File: src/rtl/vec_pkg.sv
// Shared definitions for the vector issue sequencer: legal function codes,
// FSM state encoding and the funct legality check.
package vec_pkg;

    localparam logic [6:0] VADD = 7'b0000000;
    localparam logic [6:0] VSUB = 7'b0000001;
    localparam logic [6:0] VMUL = 7'b0000010;
    localparam logic [6:0] VLE  = 7'b1000000;
    localparam logic [6:0] VSE  = 7'b0100000;

    // Width of the packed vs1/vs2/vr register fields in a queue entry.
    localparam int REGS_W = 15;

    typedef enum logic [1:0] {
        IDLE  = 2'b00,
        ISSUE = 2'b01,
        WAIT  = 2'b10
    } state_e;

    function automatic logic is_legal_funct(input logic [6:0] funct);
        return (funct == VADD) || (funct == VSUB) || (funct == VMUL) ||
               (funct == VLE)  || (funct == VSE);
    endfunction

endpackage

File: src/rtl/vec_instr_fifo.sv
// In-order instruction queue with push/pop/flush; flush wins over a same-cycle push.
// The caller must only push when not full and only pop when not empty.
module vec_instr_fifo #(
    parameter int DEPTH  = 4,
    parameter int DATA_W = 47
) (
    input  logic                           clk,
    input  logic                           rst,
    input  logic                           push_i,
    input  logic                           pop_i,
    input  logic                           flush_i,
    input  logic [DATA_W-1:0]              wdata_i,
    output logic [DATA_W-1:0]              rdata_o,
    output logic                           full_o,
    output logic                           empty_o,
    output logic [$clog2(DEPTH+1)-1:0]     count_o
);

    localparam int AW = $clog2(DEPTH);
    localparam int CW = $clog2(DEPTH+1);

    logic [DATA_W-1:0] mem_q [DEPTH];
    logic [AW-1:0]     wr_ptr_q, wr_ptr_d;
    logic [AW-1:0]     rd_ptr_q, rd_ptr_d;
    logic [CW-1:0]     count_q, count_d;
    logic              push_ok, pop_ok;

    assign full_o  = (count_q == CW'(DEPTH));
    assign empty_o = (count_q == '0);
    assign count_o = count_q;
    assign rdata_o = mem_q[rd_ptr_q];

    assign push_ok = push_i && !full_o && !flush_i;
    assign pop_ok  = pop_i && !empty_o;

    always_comb begin
        wr_ptr_d = wr_ptr_q;
        rd_ptr_d = rd_ptr_q;
        count_d  = count_q;
        if (flush_i) begin
            wr_ptr_d = '0;
            rd_ptr_d = '0;
            count_d  = '0;
        end else begin
            // DEPTH is a power of two, so pointers wrap on natural overflow.
            if (push_ok) wr_ptr_d = wr_ptr_q + 1'b1;
            if (pop_ok)  rd_ptr_d = rd_ptr_q + 1'b1;
            count_d = count_q + CW'(push_ok) - CW'(pop_ok);
        end
    end

    always_ff @(posedge clk or posedge rst) begin
        if (rst) begin
            wr_ptr_q <= '0;
            rd_ptr_q <= '0;
            count_q  <= '0;
        end else begin
            wr_ptr_q <= wr_ptr_d;
            rd_ptr_q <= rd_ptr_d;
            count_q  <= count_d;
        end
    end

    always_ff @(posedge clk) begin
        if (push_ok) mem_q[wr_ptr_q] <= wdata_i;
    end

endmodule

File: src/rtl/vector_issue_sequencer.sv
// Vector unit front end: queues core instructions, issues them one at a time
// with start_op/op_done, retires zero-length ops locally and watches for a hung unit.
//
// state | meaning
// IDLE  | no op in flight; pops the queue head when one is present
// ISSUE | one-cycle start pulse to the vector unit
// WAIT  | op in flight; waiting for op_done or the watchdog
module vector_issue_sequencer
    import vec_pkg::*;
#(
    parameter int QUEUE_DEPTH    = 4,
    parameter int VL_WIDTH       = 25,
    parameter int TIMEOUT_CYCLES = 64,
    parameter int CNT_WIDTH      = 16
) (
    input  logic                               clk,
    input  logic                               rst,
    input  logic                               instr_valid,
    output logic                               instr_ready,
    input  logic [6:0]                         instr_funct,
    input  logic [4:0]                         instr_vs1,
    input  logic [4:0]                         instr_vs2,
    input  logic [4:0]                         instr_vr,
    input  logic [VL_WIDTH-1:0]                instr_vl,
    input  logic                               flush,
    output logic                               vpu_enable,
    output logic                               vpu_start_op,
    output logic [6:0]                         vpu_funct,
    output logic [4:0]                         vpu_vs1,
    output logic [4:0]                         vpu_vs2,
    output logic [4:0]                         vpu_vr,
    output logic [VL_WIDTH-1:0]                vpu_vl,
    input  logic                               vpu_op_done,
    output logic                               busy,
    output logic [$clog2(QUEUE_DEPTH+1)-1:0]   queue_count,
    output logic [CNT_WIDTH-1:0]               retired_count,
    output logic                               illegal_op,
    output logic                               timeout_err
);

    localparam int PAY_W = 7 + REGS_W + VL_WIDTH;
    localparam int TW    = $clog2(TIMEOUT_CYCLES + 1);

    state_e               state_q, state_d;
    logic [PAY_W-1:0]     issue_q, issue_d;
    logic [TW-1:0]        timer_q, timer_d;
    logic [CNT_WIDTH-1:0] retired_q, retired_d;
    logic                 timeout_q, timeout_d;
    logic                 illegal_q, illegal_d;

    logic                 fifo_full, fifo_empty;
    logic [PAY_W-1:0]     head;
    logic                 handshake, funct_ok, push, pop;

    assign instr_ready = !rst && !fifo_full;
    assign handshake   = instr_valid && instr_ready;
    assign funct_ok    = is_legal_funct(instr_funct);
    assign push        = handshake && funct_ok && !flush;
    assign pop         = (state_q == IDLE) && !fifo_empty;
    assign illegal_d   = handshake && !funct_ok && !flush;

    vec_instr_fifo #(
        .DEPTH  (QUEUE_DEPTH),
        .DATA_W (PAY_W)
    ) u_fifo (
        .clk     (clk),
        .rst     (rst),
        .push_i  (push),
        .pop_i   (pop),
        .flush_i (flush),
        .wdata_i ({instr_funct, instr_vs1, instr_vs2, instr_vr, instr_vl}),
        .rdata_o (head),
        .full_o  (fifo_full),
        .empty_o (fifo_empty),
        .count_o (queue_count)
    );

    always_comb begin
        state_d      = state_q;
        issue_d      = issue_q;
        timer_d      = timer_q;
        retired_d    = retired_q;
        timeout_d    = timeout_q;
        vpu_enable   = 1'b0;
        vpu_start_op = 1'b0;
        case (state_q)
            IDLE: begin
                if (pop) begin
                    // Zero-length ops never reach the unit; issue registers keep the last real op.
                    if (head[VL_WIDTH-1:0] == '0) begin
                        retired_d = retired_q + 1'b1;
                    end else begin
                        issue_d = head;
                        state_d = ISSUE;
                    end
                end
            end
            ISSUE: begin
                vpu_enable   = 1'b1;
                vpu_start_op = 1'b1;
                timer_d      = TW'(TIMEOUT_CYCLES - 1);
                state_d      = WAIT;
            end
            WAIT: begin
                vpu_enable = 1'b1;
                if (vpu_op_done) begin
                    retired_d = retired_q + 1'b1;
                    state_d   = IDLE;
                end else if (timer_q == '0) begin
                    timeout_d = 1'b1;
                    state_d   = IDLE;
                end else begin
                    timer_d = timer_q - 1'b1;
                end
            end
            default: state_d = IDLE;
        endcase
    end

    always_ff @(posedge clk or posedge rst) begin
        if (rst) begin
            state_q   <= IDLE;
            issue_q   <= '0;
            timer_q   <= '0;
            retired_q <= '0;
            timeout_q <= 1'b0;
            illegal_q <= 1'b0;
        end else begin
            state_q   <= state_d;
            issue_q   <= issue_d;
            timer_q   <= timer_d;
            retired_q <= retired_d;
            timeout_q <= timeout_d;
            illegal_q <= illegal_d;
        end
    end

    assign vpu_funct     = issue_q[PAY_W-1 -: 7];
    assign vpu_vs1       = issue_q[VL_WIDTH+14 -: 5];
    assign vpu_vs2       = issue_q[VL_WIDTH+9 -: 5];
    assign vpu_vr        = issue_q[VL_WIDTH+4 -: 5];
    assign vpu_vl        = issue_q[VL_WIDTH-1:0];
    assign busy          = (queue_count != '0) || (state_q != IDLE);
    assign retired_count = retired_q;
    assign illegal_op    = illegal_q;
    assign timeout_err   = timeout_q;

endmodule

File: config.mk
export PLATFORM = sky130hd
export DESIGN_NAME = vector_issue_sequencer
export DESIGN_NICKNAME = d
export VERILOG_FILES = /design/src/rtl/vec_pkg.sv /design/src/rtl/vec_instr_fifo.sv /design/src/rtl/vector_issue_sequencer.sv
export SDC_FILE = /design/constraint.sdc
export NUM_CORES = 1
export LEC_CHECK = 0
export BUFFER_PORTS_ARGS = -buffer_cell sky130_fd_sc_hd__buf_4
export CAP_MARGIN = 30
export CORE_MARGIN = 4
export CORE_UTILIZATION = 62
export DETAILED_ROUTE_END_ITERATION = 8
export PLACE_DENSITY_LB_ADDON = 0.2
export SYNTH_ARGS = -nofsm -noshare
export SYNTH_HDL_FRONTEND = slang
export SYNTH_SLANG_ARGS = --single-unit
export TNS_END_PERCENT = 20
File: constraint.sdc
create_clock -name clk -period 5.45 [get_ports clk]
set_input_delay 1.3625 -clock clk [delete_from_list [all_inputs] [get_ports clk]]
set_output_delay 1.3625 -clock clk [all_outputs]
set_load 0.02 [all_outputs]
==> flow_summary.yaml <==
detailed_routing:
  drt_iter0_drc: 303
  vias_per_cell: 5.84
  wl_per_cell_um: 22.0
  drcViolationCount: 0
  ant_nets: 0
  wl_um: 20100
  firstDrtPassIters: 5
  vias: 5317
cells_and_area:
  fin_util_pct: 75.2
  final_cell_mix: "188 x edfxtp_1, 132 x buf_4, 79 x dfrtp_1"
  fillers: 945
  final_common_cell: "edfxtp_1"
  design_area_um2: 12400
  diodes: 0
  layout.nets: 736
  drive_gt1_share_pct: 37.2
  area_delta_synth_final_pct: 19.3
timing:
  slew_violations: 0
  fmax_ghz: 0.257
  finClkSkew_ps: 20.9
  setup_tns_ps: 0
  worst_pin_slew_ps: 884
  worst_slack_ps: 1560
  rsz0062_at_grt: "no"
  setup_viol: 0
  period_share_pct: 71.4
  slew_headroom_pct: 41.0
  hold_violations: 0
  period_needed_ps: 3890
yosys:
  async_flop_share_pct: 30.1
  synth_area_um2: 10400
  synth_warnings: 0
  synth_ff_type: "edfxtp_1"
  synth_edf_count: 188
  synth.avg_cell_area_um2: 19.8
  synth_cells: 527
  synth_seq_cells: 269
  synth_cell_types: 41
  synthesis.nets: 593
  yosysSeqAreaShare_pct: 73.6
clock_tree:
  cts.sinks: 269
  cts_root_buf: "clkbuf_16"
  clock_latency_ps: 530
  clk_pin_slew_ps: 60
  cts_resized: 0
  cts_made_buffers: 27
  post_cts.repair.setup_buffers: 0
  tritoncts: "built"
  htreeDepth: 1
  cts_hold_buffers: 0
  cts_buffer_depth: 3
power:
  finalPower_uw: 5760
  p_leak_uw: 0.00465
  ir_drop_mv: 0.442
  power.density_nw_per_um2: 463
grt:
  grt_first_pass_wirelength_um: 31400
  grt_max_degree: 44
  grt_pass1_vias: 5672
  grt_use_total_pct: 22.0
  antenna_found_initial: 0
  grt_overflow: 0
critical_path:
  start_kind: "register"
  critPathMaxFanout: 31
  critical_path_required_ps: 5840
  crit_type: "register to register"
  critPathMostFrequentCell: "buf_4"
  crit_chain: "buf_4 > mux4_2 > nor2_1 > and4_2 > a21bo_2 > buf_4 > mux2_1"
  worstPathArrival_ps: 4280
  r2r_cells: 7
  cpPeakStageDelay_ps: 750
  endpoint_kind: "register"
  cp_slowest_cell: "dfrtp_4"
die:
  initial_core_util_pct: 63.0
  rows: 47
  core_area_um2: 16500
  die_area_um2: 18900
  die_w_um: 138
  ios: 124
  die_height_um: 138
placement:
  portBuffers: 123
  place_area_um2: 11600
  dp_hpwl_um: 13000
  place_ws_ps: 1340
  gp_congestion: 0.782
flow_run:
  maxCapViolations: 0
worst_hold_path:
  hold_path.class: "register to register"
  hold_depth: 1
status:
  status: "finished, final reports clean"
==> layout make-up <==
type / count / area, um2 / area share [%]
Sequential cell: 269 / 7680 / 61.8
Multi-Input combinational cell: 229 / 2590 / 20.9
Timing Repair Buffer: 132 / 991 / 7.98
Clock buffer: 35 / 716 / 5.76
Tap cell: 220 / 275 / 2.22
Clock inverter: 15 / 130 / 1.05
Inverter: 11 / 42.5 / 0.342
==> critical path, delay by kind of cell, from the launching register on <==
family | cells | cell delay [ps]
multiplexers | 2 | 950
AO/OA/AOI/OAI | 1 | 730
flip-flops | 1 | 750
buffers and inverters | 2 | 920
AND/OR/NAND/NOR | 2 | 370
==> logic make-up (layout without fill, tap and decap cells) <==
group           after synthesis  count (layout)  synth area share [%]
simple gates                 84              84                  4.68
mux                          97              97                  15.6
fa+ha+maj                    15              15                  1.85
compound gates                8               8                 0.661
flops                       269             269                  73.6
xor+xnor                     25              25                  2.10
buf+inv                      29             193                  1.50
==> layer usage <==
layer,track usage [%],up-vias,part of all wire (%)
met5,0,-,0
met4,4.49,0,1.8
met3,4.49,31,6.5
met2,38.6,168,53
met1,29.0,2782,39
li1,-,2336,-
==> per-stage QoR <==
stage	hold slack [ps]	std cells
final	481	911
after global routing	494	911
after CTS	480	911
after detailed placement	464	861
after global placement	461	861
after floorplan	489	527
==> report_power, final <==
| group | internal [uW] | switching (uW) |
|---|---|---|
| combinational | 677 | 726 |
| sequential | 2420 | 185 |
| clock | 1020 | 729 |
==> registers in the layout, indices dropped and copies added (netlist names) <==
| name | cells |
|---|---|
| retired_count | 16 |
| timeout_err | 1 |
| issue_q | 47 |
| illegal_op | 1 |
| u_fifo.rd_ptr_q | 2 |
| u_fifo.mem_q | 188 |
| u_fifo.wr_ptr_q | 2 |
| u_fifo.count_o | 3 |
| timer_q | 7 |
| state_q | 2 |
==> final timing paths <==
path | start | endpoint | slack, ps
setup / recovery | u_fifo.rd_ptr_q[0] | issue_q[20] | 1560
hold / removal | retired_count[15] | retired_count[15] | 480
setup reg to reg | u_fifo.rd_ptr_q[0] | issue_q[20] | 1560
hold reg to reg | retired_count[15] | retired_count[15] | 480
max in group asynchronous | rst | u_fifo.rd_ptr_q[0] | 3420
min in group asynchronous | rst | state_q[0] | 930
==> synth_stat cells, types with 2 or more instances <==
| cell type | instances | area (um2) |
|---|---|---|
| buf_1 | 2 | 7.51 |
| buf_4 | 4 | 30.0 |
| nand3_1 | 6 | 30.0 |
| nor3_1 | 8 | 40.0 |
| nand2_1 | 20 | 75.1 |
| edfxtp_1 | 188 | 5650 |
| and2_1 | 4 | 25.0 |
| nor3b_2 | 2 | 25.0 |
| nand4_1 | 2 | 12.5 |
| nor4b_2 | 3 | 45.0 |
| buf_2 | 2 | 10.0 |
| inv_1 | 11 | 41.3 |
| mux2_1 | 29 | 327 |
| clkbuf_1 | 6 | 22.5 |
| nor2_1 | 14 | 52.6 |
| dfrtp_1 | 81 | 2030 |
| mux2_2 | 20 | 225 |
| nand2b_1 | 3 | 18.8 |
| mux4_2 | 47 | 1060 |
| ha_1 | 13 | 163 |
| xor2_1 | 17 | 149 |
| buf_6 | 4 | 45.0 |
| a31oi_1 | 2 | 12.5 |
| xnor2_1 | 8 | 70.1 |
| nand3b_1 | 2 | 15.0 |
| nor2b_1 | 4 | 25.0 |
| nor4_1 | 8 | 50.1 |
| nor3_2 | 4 | 40.0 |
Note: power is estimated with default switching activity, not from simulation.
